### src/rtl/regfile_stack_ctrl.sv
// Push/pop sequencer for the stacked register-file instances: tracks nesting depth,
// issues a one-cycle command pulse per legal request and keeps sticky overflow/underflow flags.
package RegFilePkg;
   typedef enum logic [1:0] {
      Command_none = 2'd0,
      Command_push = 2'd1,
      Command_pop  = 2'd2
   } Command;
endpackage

module regfile_stack_ctrl #(
   parameter int DEPTH = 4,
   localparam int DW = $clog2(DEPTH + 1)
) (
   input  logic               i_clk,
   input  logic               i_reset,
   input  logic               i_req_valid,
   input  logic               i_req_pop,
   output logic               o_req_ready,
   output RegFilePkg::Command o_command,
   output logic [DW-1:0]      o_depth,
   output logic [DEPTH-1:0]   o_level_valid,
   output logic               o_full,
   output logic               o_empty,
   output logic               o_overflow,
   output logic               o_underflow,
   input  logic               i_err_clr
);
   import RegFilePkg::*;

   typedef enum logic [0:0] {
      IDLE  = 1'b0,
      ISSUE = 1'b1
   } state_t;

   localparam logic [DW-1:0] DEPTH_C = DW'(DEPTH);
   localparam logic [DW-1:0] ZERO_C  = {DW{1'b0}};
   localparam logic [DW-1:0] ONE_C   = DW'(1);

   state_t          state_r, state_s;
   Command          command_r, command_s;
   logic [DW-1:0]   depth_r, depth_s;
   logic            overflow_r, overflow_s;
   logic            underflow_r, underflow_s;
   logic            handshake_s, push_ok_s, pop_ok_s, push_err_s, pop_err_s;
   logic [DEPTH-1:0] level_s;

   // Classify the request presented this cycle; illegal ones are still consumed.
   always_comb begin
      handshake_s = i_req_valid & (state_r == IDLE);
      push_ok_s   = handshake_s & ~i_req_pop & (depth_r != DEPTH_C);
      pop_ok_s    = handshake_s &  i_req_pop & (depth_r != ZERO_C);
      push_err_s  = handshake_s & ~i_req_pop & (depth_r == DEPTH_C);
      pop_err_s   = handshake_s &  i_req_pop & (depth_r == ZERO_C);
   end

   // Next-state, next-command, depth and sticky-flag logic.
   always_comb begin
      state_s     = state_r;
      command_s   = Command_none;
      depth_s     = depth_r;
      overflow_s  = overflow_r;
      underflow_s = underflow_r;
      case (state_r)
         IDLE: begin
            if (push_ok_s) begin
               state_s   = ISSUE;
               command_s = Command_push;
               depth_s   = depth_r + ONE_C;
            end else if (pop_ok_s) begin
               state_s   = ISSUE;
               command_s = Command_pop;
               depth_s   = depth_r - ONE_C;
            end else begin
               state_s = IDLE;
            end
         end
         ISSUE: begin
            state_s = IDLE;
         end
         default: begin
            state_s = IDLE;
         end
      endcase
      // A new error in the same cycle as a clear wins.
      if (push_err_s) begin
         overflow_s = 1'b1;
      end else if (i_err_clr) begin
         overflow_s = 1'b0;
      end else begin
         overflow_s = overflow_r;
      end
      if (pop_err_s) begin
         underflow_s = 1'b1;
      end else if (i_err_clr) begin
         underflow_s = 1'b0;
      end else begin
         underflow_s = underflow_r;
      end
   end

   // State, command and depth registers.
   always_ff @(posedge i_clk or negedge i_reset) begin
      if (!i_reset) begin
         state_r     <= IDLE;
         command_r   <= Command_none;
         depth_r     <= ZERO_C;
         overflow_r  <= 1'b0;
         underflow_r <= 1'b0;
      end else begin
         state_r     <= state_s;
         command_r   <= command_s;
         depth_r     <= depth_s;
         overflow_r  <= overflow_s;
         underflow_r <= underflow_s;
      end
   end

   // Thermometer map: level k is occupied while k is below the depth.
   always_comb begin
      level_s = {DEPTH{1'b0}};
      for (int k = 0; k < DEPTH; k++) begin
         if (k < int'(depth_r)) begin
            level_s[k] = 1'b1;
         end else begin
            level_s[k] = 1'b0;
         end
      end
   end

   assign o_req_ready   = (state_r == IDLE);
   assign o_command     = command_r;
   assign o_depth       = depth_r;
   assign o_level_valid = level_s;
   assign o_full        = (depth_r == DEPTH_C);
   assign o_empty       = (depth_r == ZERO_C);
   assign o_overflow    = overflow_r;
   assign o_underflow   = underflow_r;

endmodule

### config.mk
export PLATFORM = sky130hd
export DESIGN_NAME = regfile_stack_ctrl
export DESIGN_NICKNAME = d
export VERILOG_FILES = /design/src/rtl/regfile_stack_ctrl.sv
export SDC_FILE = /design/constraint.sdc
export NUM_CORES = 1
export LEC_CHECK = 0
export CAP_MARGIN = 10
export CORE_AREA = 4 4 41 43
export CTS_BUF_LIST = sky130_fd_sc_hd__clkbuf_8
export DETAILED_ROUTE_END_ITERATION = 8
export DIE_AREA = 0 0 45 47
export HOLD_SLACK_MARGIN = 0.1
export PLACE_DENSITY = 0.7
export SLEW_MARGIN = 10
export SYNTH_ARGS = -nofsm -noshare
export SYNTH_HDL_FRONTEND = slang
export SYNTH_SLANG_ARGS = --single-unit
### constraint.sdc
create_clock -name i_clk -period 2.11 [get_ports i_clk]
set_input_delay 0.422 -clock i_clk [delete_from_list [all_inputs] [get_ports i_clk]]
set_output_delay 0.422 -clock i_clk [all_outputs]
set_load 0.01 [all_outputs]
==> impl_metrics.env, run 1 <==
export IMPL_outcome="completed"
export IMPL_die_h_um=47
export IMPL_io_buffers=18
export IMPL_io_pins=19
export IMPL_dr_pass1_iters=4
export IMPL_hold_worst_slack_ns=0.486
export IMPL_crit_type="flop to output pin"
export IMPL_wl_per_cell_um=13.2
export IMPL_chipWidth_um=45
export IMPL_postCtsHoldBufs=0
export IMPL_synth_seq_area_share_pct=39.6
export IMPL_crit_path_end="o_level_valid[2]"
export IMPL_fin_crit_sh_pct=93.6
export IMPL_clk_path_buf_depth=2
export IMPL_p_per_area_nw_per_um2=1480
export IMPL_drv_slew=0
export IMPL_fmax_mhz=506
export IMPL_grt_use_met3_pct=3.45
export IMPL_yosysWarningCount=0
export IMPL_synth_ff_latch_count=8
export IMPL_antenna_cells=0
export IMPL_grtUsageMet2_pct=18.4
export IMPL_synthDistinctLibCells=24
export IMPL_antenna_found_initial=0
export IMPL_gr_usage_met1_pct=16.7
export IMPL_worst_r2r_endpoint="o_depth[1]"
export IMPL_critPathArrivalTime_ns=1.55
export IMPL_drive_gt1_share_pct=17.6
export IMPL_core_area_um2=1300
export IMPL_hold_viol_final=0
export IMPL_ys_top_cells_by_area="dfrtp_1, ha_1, inv_1"
export IMPL_vias=449
export IMPL_clk_pin_slew_ns=0.04
export IMPL_finalNetCount=85
export IMPL_clock_sink_count=8
export IMPL_crit_path_end_kind="output pin"
export IMPL_place_congestion=0.807
export IMPL_setup_worst_path_start_class="flop"
export IMPL_syn_area_um2=505
export IMPL_clkLatencyLatePin_ns=0.22
export IMPL_slew_headroom_pct=71.4
export IMPL_cts_htree_levels=1
export IMPL_reg2reg_depth=5
export IMPL_hpwl_um=845
export IMPL_hold_path_class="input port to asynchronous set/reset pin"
export IMPL_busiest_layer="met2"
export IMPL_path_max_fanout=4
export IMPL_synth_fp_nets=60
export IMPL_setup_violations=0
export IMPL_cts_tree="built"
export IMPL_startpoint="o_depth[0]"
export IMPL_fin_area_um2=762
export IMPL_grt_pass1_vias=410
export IMPL_grt_pass1_wl_um=1840
export IMPL_vdd_drop_max_v=0.000950
export IMPL_viasPerCell=5.04
export IMPL_drcViolationCount=0
export IMPL_regToRegSetupSlack_ns=0.62
export IMPL_numCtsBuffers=3
export IMPL_syn_inst=51
export IMPL_cp_required_ns=1.69
export IMPL_dieArea_um2=2120
export IMPL_initial_core_util_pct=38.8
export IMPL_drv_cap=0
export IMPL_placed_area_um2=697
export IMPL_synth_top_area_cell="dfrtp_1"
export IMPL_wirelength_um=1180
export IMPL_worstMarginPinSlew_ns=0.427
export IMPL_grt_total_usage_pct=12.6
export IMPL_r2r_start="o_depth[0]"
export IMPL_synth_top_area_share_pct=39.6
export IMPL_finalSetupTns_ns=0
export IMPL_ant_nets=0
export IMPL_p_leak_nw=0.359
export IMPL_period_minus_slack_ns=1.97
export IMPL_finClkSkew_ns=0.000481
export IMPL_area_growth_syn_to_layout_pct=50.7
export IMPL_num_rows=13
export IMPL_drtIter0Drc=9
export IMPL_cts_root_buf="clkbuf_8"
export IMPL_n_fill_cell=120
export IMPL_grt_max_degree=12
export IMPL_avgSynthCellArea_um2=9.91
export IMPL_fin_util_pct=58.6
export IMPL_rsz0062_at_grt="false"
export IMPL_grt_overflow=0
routing by layer:
layer  routed length [µm]  vias up
met2                  549       16
met1                  507      209
met5                    0        -
met4                   26        0
met3                   94        4
li1                     -      220
cells by family after synthesis:
logic type / share of synthesized area (%)
compound gates: 17.3
flops: 39.6
fa+ha+maj: 9.90
simple gates: 17.6
buf+inv: 10.4
xor+xnor: 5.20
power by group:
group | internal [mW] | switching, mW | total, mW | leakage (nW)
Clock | 0.123 | 0.0576 | 0.181 | 0.0216
Combinational | 0.383 | 0.321 | 0.704 | 0.236
Sequential | 0.204 | 0.0368 | 0.241 | 0.102
Total | 0.710 | 0.416 | 1.13 | 0.359
layout by cell type, fill, tap and decap left out:
cell / instances
inv_2: 2
o22ai_1: 2
inv_1: 6
a221o_1: 1
clkbuf_8: 3
nand2b_1: 1
nand3b_1: 2
dfrtp_1: 8
dlymetal6s2s_1: 1
a2bb2oi_1: 1
nand2_1: 3
clkdlybuf4s50_1: 16
nand2b_4: 1
o32ai_1: 2
o21ai_0: 2
nand4bb_1: 1
dlygate4sd2_1: 1
a21boi_0: 1
xnor2_1: 2
a21oi_2: 1
buf_4: 5
xor2_1: 1
a21oi_1: 1
nor2_1: 2
nor2b_4: 1
nand3_1: 1
ha_1: 4
a21o_1: 1
nor3_1: 1
timing repair:
| item | CTS | global route |
|---|---|---|
| pin swaps | 0 | 0 |
| resized for setup | 3 | 1 |
| setup buffers | 0 | 3 |
| setup endpoints to repair | 2 | 2 |
layout make-up:
type                    instances  area (µm²)  area share, %
flip-flops and latches          8         200           26.3
inverters                       8        30.0           3.94
clock buffers                   3        41.3           5.42
multi-input cells              32         253           33.2
well taps                      15        18.8           2.46
repair buffers                 23         219           28.7
how the worst min path moves through the flow:
stage                           start  slack, ns            to  cells after the start
after floorplan               i_reset       0.13  o_command[0]                      0
after global placement    o_underflow       0.52   o_underflow                      2
after detailed placement  o_underflow       0.53   o_underflow                      2
after CTS                     i_reset       0.50    o_depth[0]                      1
after global routing          i_reset       0.52       state_r                      1
final                         i_reset       0.49   o_underflow                      1
state kept, by name, summed over array words and instances (netlist names):
register	count
state_r	1
o_underflow	1
o_command	2
o_overflow	1
o_depth	3
critical path, cell delays in order (launching register included):
cell             delay [ns]
dfrtp_1                0.41
inv_2                  0.08
buf_4                  0.14
o21ai_0                0.14
clkdlybuf4s50_1        0.56
per-stage QoR:
step | instances | power [mW] | setup WS [ns]
2_1_floorplan | 51 | 0.623 | 0.541
3_3_place_gp | 83 | 0.896 | 0.231
3_5_place_dp | 83 | 0.904 | 0.199
4_1_cts | 86 | 1.10 | 0.0505
5_1_grt | 89 | 1.21 | 0.0340
6_report | 89 | 1.13 | 0.135
synthesized netlist by cell type (all sizes together):
cell     instances
dfrtp            8
inv              8
ha               4
buf              3
nand2            3
a21oi            2
nand2b           2
nand3b           2
nor2             2
o21ai            2
o22ai            2
o32ai            2
xnor2            2
a21boi           1
a21o             1
a221o            1
a2bb2oi          1
nand3            1
nand4bb          1
nor2b            1
nor3             1
xor2             1
No activity file was read; power rests on OpenSTA's default activity.
==> run 2: changes to the inputs <==
Settings changed: CTS_CLUSTER_DIAMETER set to 40.
==> results of run 2 <==
Final layout, timing and power as in run 1 (identical DEF).
==> variant 1: new RTL, config.mk and constraints of run 1 <==
Register the output `o_level_valid`, with the module's reset; this adds one clock of latency there. The other outputs are not delayed to match.
--- a/src/rtl/regfile_stack_ctrl.sv
+++ b/src/rtl/regfile_stack_ctrl.sv
@@ -131,7 +131,13 @@
    assign o_req_ready   = (state_r == IDLE);
    assign o_command     = command_r;
    assign o_depth       = depth_r;
-   assign o_level_valid = level_s;
+   always_ff @(posedge i_clk or negedge i_reset) begin
+      if (!i_reset) begin
+         o_level_valid <= '0;
+      end else begin
+         o_level_valid <= level_s;
+      end
+   end
    assign o_full        = (depth_r == DEPTH_C);
    assign o_empty       = (depth_r == ZERO_C);
    assign o_overflow    = overflow_r;
Check against the original RTL: not equivalent (Yosys sat finds a counterexample within 4 cycles, from zero or initial values and one cycle with i_reset low).
==> variant 1 against run 1 <==
Routed wire length shrank 0.85%; sequential cell count grew 4; worst setup slack gained 140 ps; synthesized area grew 20%; power grew 6.7%; die area is the same; clock power grew 13%; design area grew 11%.
==> variant 1: results (changes against run 1) <==
The flow ran to the end, and the final reports show no timing, DRC or antenna violations. The via count of the first global-routing pass is 446 (+8.8%), and the number of nets produced by synthesis is 64 (+6.7%). The number of inserted filler cells in the final layout is 122 (+1.7%).

The type of the most critical hold path is flop to flop. The fraction of final layout cells sized beyond drive strength 1 is 14.67% (-2.9 points), and the worst setup slack before clock tree synthesis is 190.3 ps (-9.223 ps). The logs give 255.2 µm² (+0.99%) for the combined area of the multi-input logic cells and 49.59% (+10 points) for the fraction of the yosys area taken by sequential cells. The peak supply drop is 900.9 µV (-5.2%), and the final setup skew is 2.539 ps (+2.058 ps). Hold buffer count at CTS: 0 (unchanged).

The violation count after the first detailed-routing iteration came out at 2 (-7). The final instance count without filler cells is 90 (+1.1%), and the number of post-CTS setup repair buffers is 1 (+1). The main flop type after synthesis is sky130_fd_sc_hd__dfrtp_1. The run gives 1 (unchanged) as the H-tree depth reported by CTS. CTS clock-pin slew for the worst setup and hold paths: 50 ps.

Number of distinct standard cells referenced by the synthesized netlist: 24 (unchanged). The flip-flop count of the largest register after layout came out at 4 (+1). Counting instances in the post-synthesis netlist gives the leading cell types as 12 x sky130_fd_sc_hd__dfrtp_1, 8 x sky130_fd_sc_hd__inv_1, 4 x sky130_fd_sc_hd__ha_1. The number of iterations in the first detailed-routing pass is 3 (-1), and the HPWL after detailed placement is 844.9 µm (about the same). Yosys attributes the largest share of cell area to sky130_fd_sc_hd__dfrtp_1 50%, sky130_fd_sc_hd__ha_1 8.3%, sky130_fd_sc_hd__inv_1 5.0%.

The library cell used as clock root buffer was sky130_fd_sc_hd__clkbuf_8. The run gives 422.5 µW (+1.7%) as the switching power. The global-route wire length before repair was 1.925 mm (+4.9%); the maximum net fanout on the critical path was 5 (+1).

For the final-stage net count, the log shows 86 (+1.2%). The routed wirelength normalized by instance count was 12.97 µm (-2.0%). The number of standard cells after synthesis was 55 (+7.8%); the transition time at the pin with the least slew margin was 537.1 ps (+109.6 ps). The global-route usage over all layers was 13.56% (+0.99 points); the total cell area at the placement stage was 789.5 µm² (+13%). The placer's final routability congestion estimate was 0.7479 (-7.3%).

The tools report the leakage component of the power as 0.0003851 µW (+7.2%). The via density per instance works out to 5.122 (+1.5%). The run gives 13 (+1) as the maximum number of pins on one net before global-route repair. The insertion delay to the later sink of the worst-skew pair is 240 ps (+20 ps).
==> variant 1: cell count changes in the layout (fill, tap and decap cells not counted), sizes merged <==
cell,change
buf,-3
dfrtp,+4
==> variant 1: layout make-up <==
class / instances / share of cell area (%)
clock buffer: 3 / 4.903
inverter: 8 / 3.566
multi-input combinational: 32 / 30.31
sequential: 12 / 35.66
tap: 15 / 2.229
timing repair buffer: 20 / 23.33
==> variant 1: metal layers <==
metal | part of all wire [%] | global-route usage, % | vias up
met4 | 1.6 | 12.28 | 0
met3 | 3.7 | 2.299 | 2
met2 | 51 | 20.34 | 11
met1 | 44 | 16.67 | 224
li1 | - | - | 224
met5 | 0 | 0 | -
==> variant 1: worst max-delay path, cell delays in order (launching register included) <==
cell                            delay (ps)
sky130_fd_sc_hd__dfrtp_1               410
sky130_fd_sc_hd__inv_2                 110
sky130_fd_sc_hd__ha_2                  210
sky130_fd_sc_hd__nor2b_4               170
sky130_fd_sc_hd__dlygate4sd2_1         280
==> variant 1: worst paths after layout <==
path                                   from  cells after the start  slack (ps)     endpoint
worst min-delay path            o_underflow                      2         530  o_underflow
max in group asynchronous           i_reset                      1        1220   o_overflow
worst max register to register   o_depth[0]                      5         660   o_depth[1]
worst max-delay path             o_depth[0]                      4         280      o_empty
min in group asynchronous           i_reset                      1         540   o_depth[2]
worst min register to register  o_underflow                      2         530  o_underflow
==> variant 1: cell families after synthesis <==
logic type	Yosys count	share of synthesized area, %
compound gates	12	14.46
xor+xnor	3	4.340
simple gates	13	14.67
flops	12	49.59
fa+ha+maj	4	8.265
buf+inv	11	8.678
==> variant 1: power groups by stage <==
stage	clock [µW]	sequential (µW)	combinational, µW
3_3_place_gp	0	386	589
5_1_grt	225	395	678
6_report	204	379	618
2_1_floorplan	0	393	342
3_5_place_dp	0	389	589
4_1_cts	207	381	615
==> variant 2: new RTL, config.mk and constraints of run 1 <==
Made on the original files. The parameter `DEPTH` goes from 4 to 8.
--- a/src/rtl/regfile_stack_ctrl.sv
+++ b/src/rtl/regfile_stack_ctrl.sv
@@ -9,7 +9,7 @@
 endpackage
 
 module regfile_stack_ctrl #(
-   parameter int DEPTH = 4,
+   parameter int DEPTH = 8,
    localparam int DW = $clog2(DEPTH + 1)
 ) (
    input  logic               i_clk,
Interface: changed (resized o_depth and o_level_valid); port bits go from 19 to 24. The function was not compared with the original's and may differ.
==> variant 2 against run 1 <==
Register-to-register slack worse by 200 ps; power is 17% higher; synthesized area is 13% higher; die area stayed put; design area is 17% higher; via count is 11% higher; utilization is 10 points higher; sequential cell count is 1 higher; worst hold slack better by 14 ps; routed wire length is 26% higher; worst setup slack worse by 18 ps; critical path type unchanged; largest cell class unchanged.
==> variant 2: results (changes against run 1) <==
The tools report the final-stage net count as 92 (+8.2%). The worst register-to-register path ends at o_depth[3]. The total cell area at the placement stage came out at 822.0 µm² (+18%).

The quantity of I/O buffers inserted on ports was 23 (+5). The run gives 517 (+26%) as the via count of the first global-routing pass. The placer's final routability congestion estimate is 0.7420 (-8.0%), and the total vias in the final route is 499 (+11%). The global-route wire length before repair was 2.325 mm (+27%); the data arrival time at the worst-slack endpoint was 1570 ps (+20 ps). In the post-synthesis netlist, the biggest area contributors are sky130_fd_sc_hd__dfrtp_1 39%, sky130_fd_sc_hd__ha_1 8.7%, sky130_fd_sc_hd__inv_1 5.9%. The post-cts repair resize count is 6 (+3), and the final setup skew is 0.3858 ps (-0.09526 ps). The number of inserted filler cells in the final layout was 107 (-11%); the average footprint of a synthesized cell was 10.61 µm² (+7.1%). The power in the clock group came out at 199 µW (+9.9%).

The number of distinct standard cells referenced by the synthesized netlist was 27 (+13%); the internal power consumption was 792.8 µW (+12%). The standard cell with the maximum stage delay on the critical path is sky130_fd_sc_hd__dfrtp_1. The logs give 58.77 ps (-140.7 ps) for the worst setup slack before clock tree synthesis and 305 µW (+27%) for the power of the sequential group. The power per cell area came out at 1474 nW/µm² (-0.22%).

The fraction of final layout cells sized beyond drive strength 1 was 21.95% (+4.4 points); the total detailed-routing wirelength was 1.481 mm (+26%). By count the netlist is led by 9 x sky130_fd_sc_hd__dfrtp_1, 9 x sky130_fd_sc_hd__inv_1, 4 x sky130_fd_sc_hd__ha_1. The headroom to the max-slew limit is 69.79% (-1.6 points). The logs give 500.7 ps (+14.29 ps) for the worst hold slack after final layout and 1315 µW (+17%) for the total power of the final layout. The highest cell delay on the worst timing path works out to 380 ps (-180 ps). The flip-flop count of the largest register after layout was 4 (+1); the leakage component of the power was 0.0004400 µW (+22%).

Final instance count without filler cells: 97 (+9.0%). The run finished with clean final reports.
## variant 2: layer usage
metal | GRT usage [%] | wire, µm | vias to the layer above
met3 | 4.215 | 79 | 7
met4 | 14.04 | 68 | 0
met1 | 17.29 | 579 | 242
met5 | 0 | 0 | -
li1 | - | - | 235
met2 | 27.68 | 753 | 15
## variant 2: cell type report
type | instances | share of cell area [%]
clock inverter | 1 | 0.4208
tap | 15 | 2.104
clock buffer | 3 | 4.628
timing repair buffer | 27 | 30.15
inverter | 10 | 4.208
sequential | 9 | 25.39
multi-input combinational | 32 | 33.10
## variant 2: cell families after synthesis
logic type	share of synthesized area, %
compound gates	18.56
xor+xnor	8.954
fa+ha+maj	8.734
buf+inv	11.79
flops	39.30
mux	1.747
simple gates	10.92
## variant 2: worst register-to-register path: cells and delay by family, from the launching register on
family	cells	cell delay, ps
xor+xnor	2	310
flops	1	460
buf+inv	1	190
compound gates	2	610
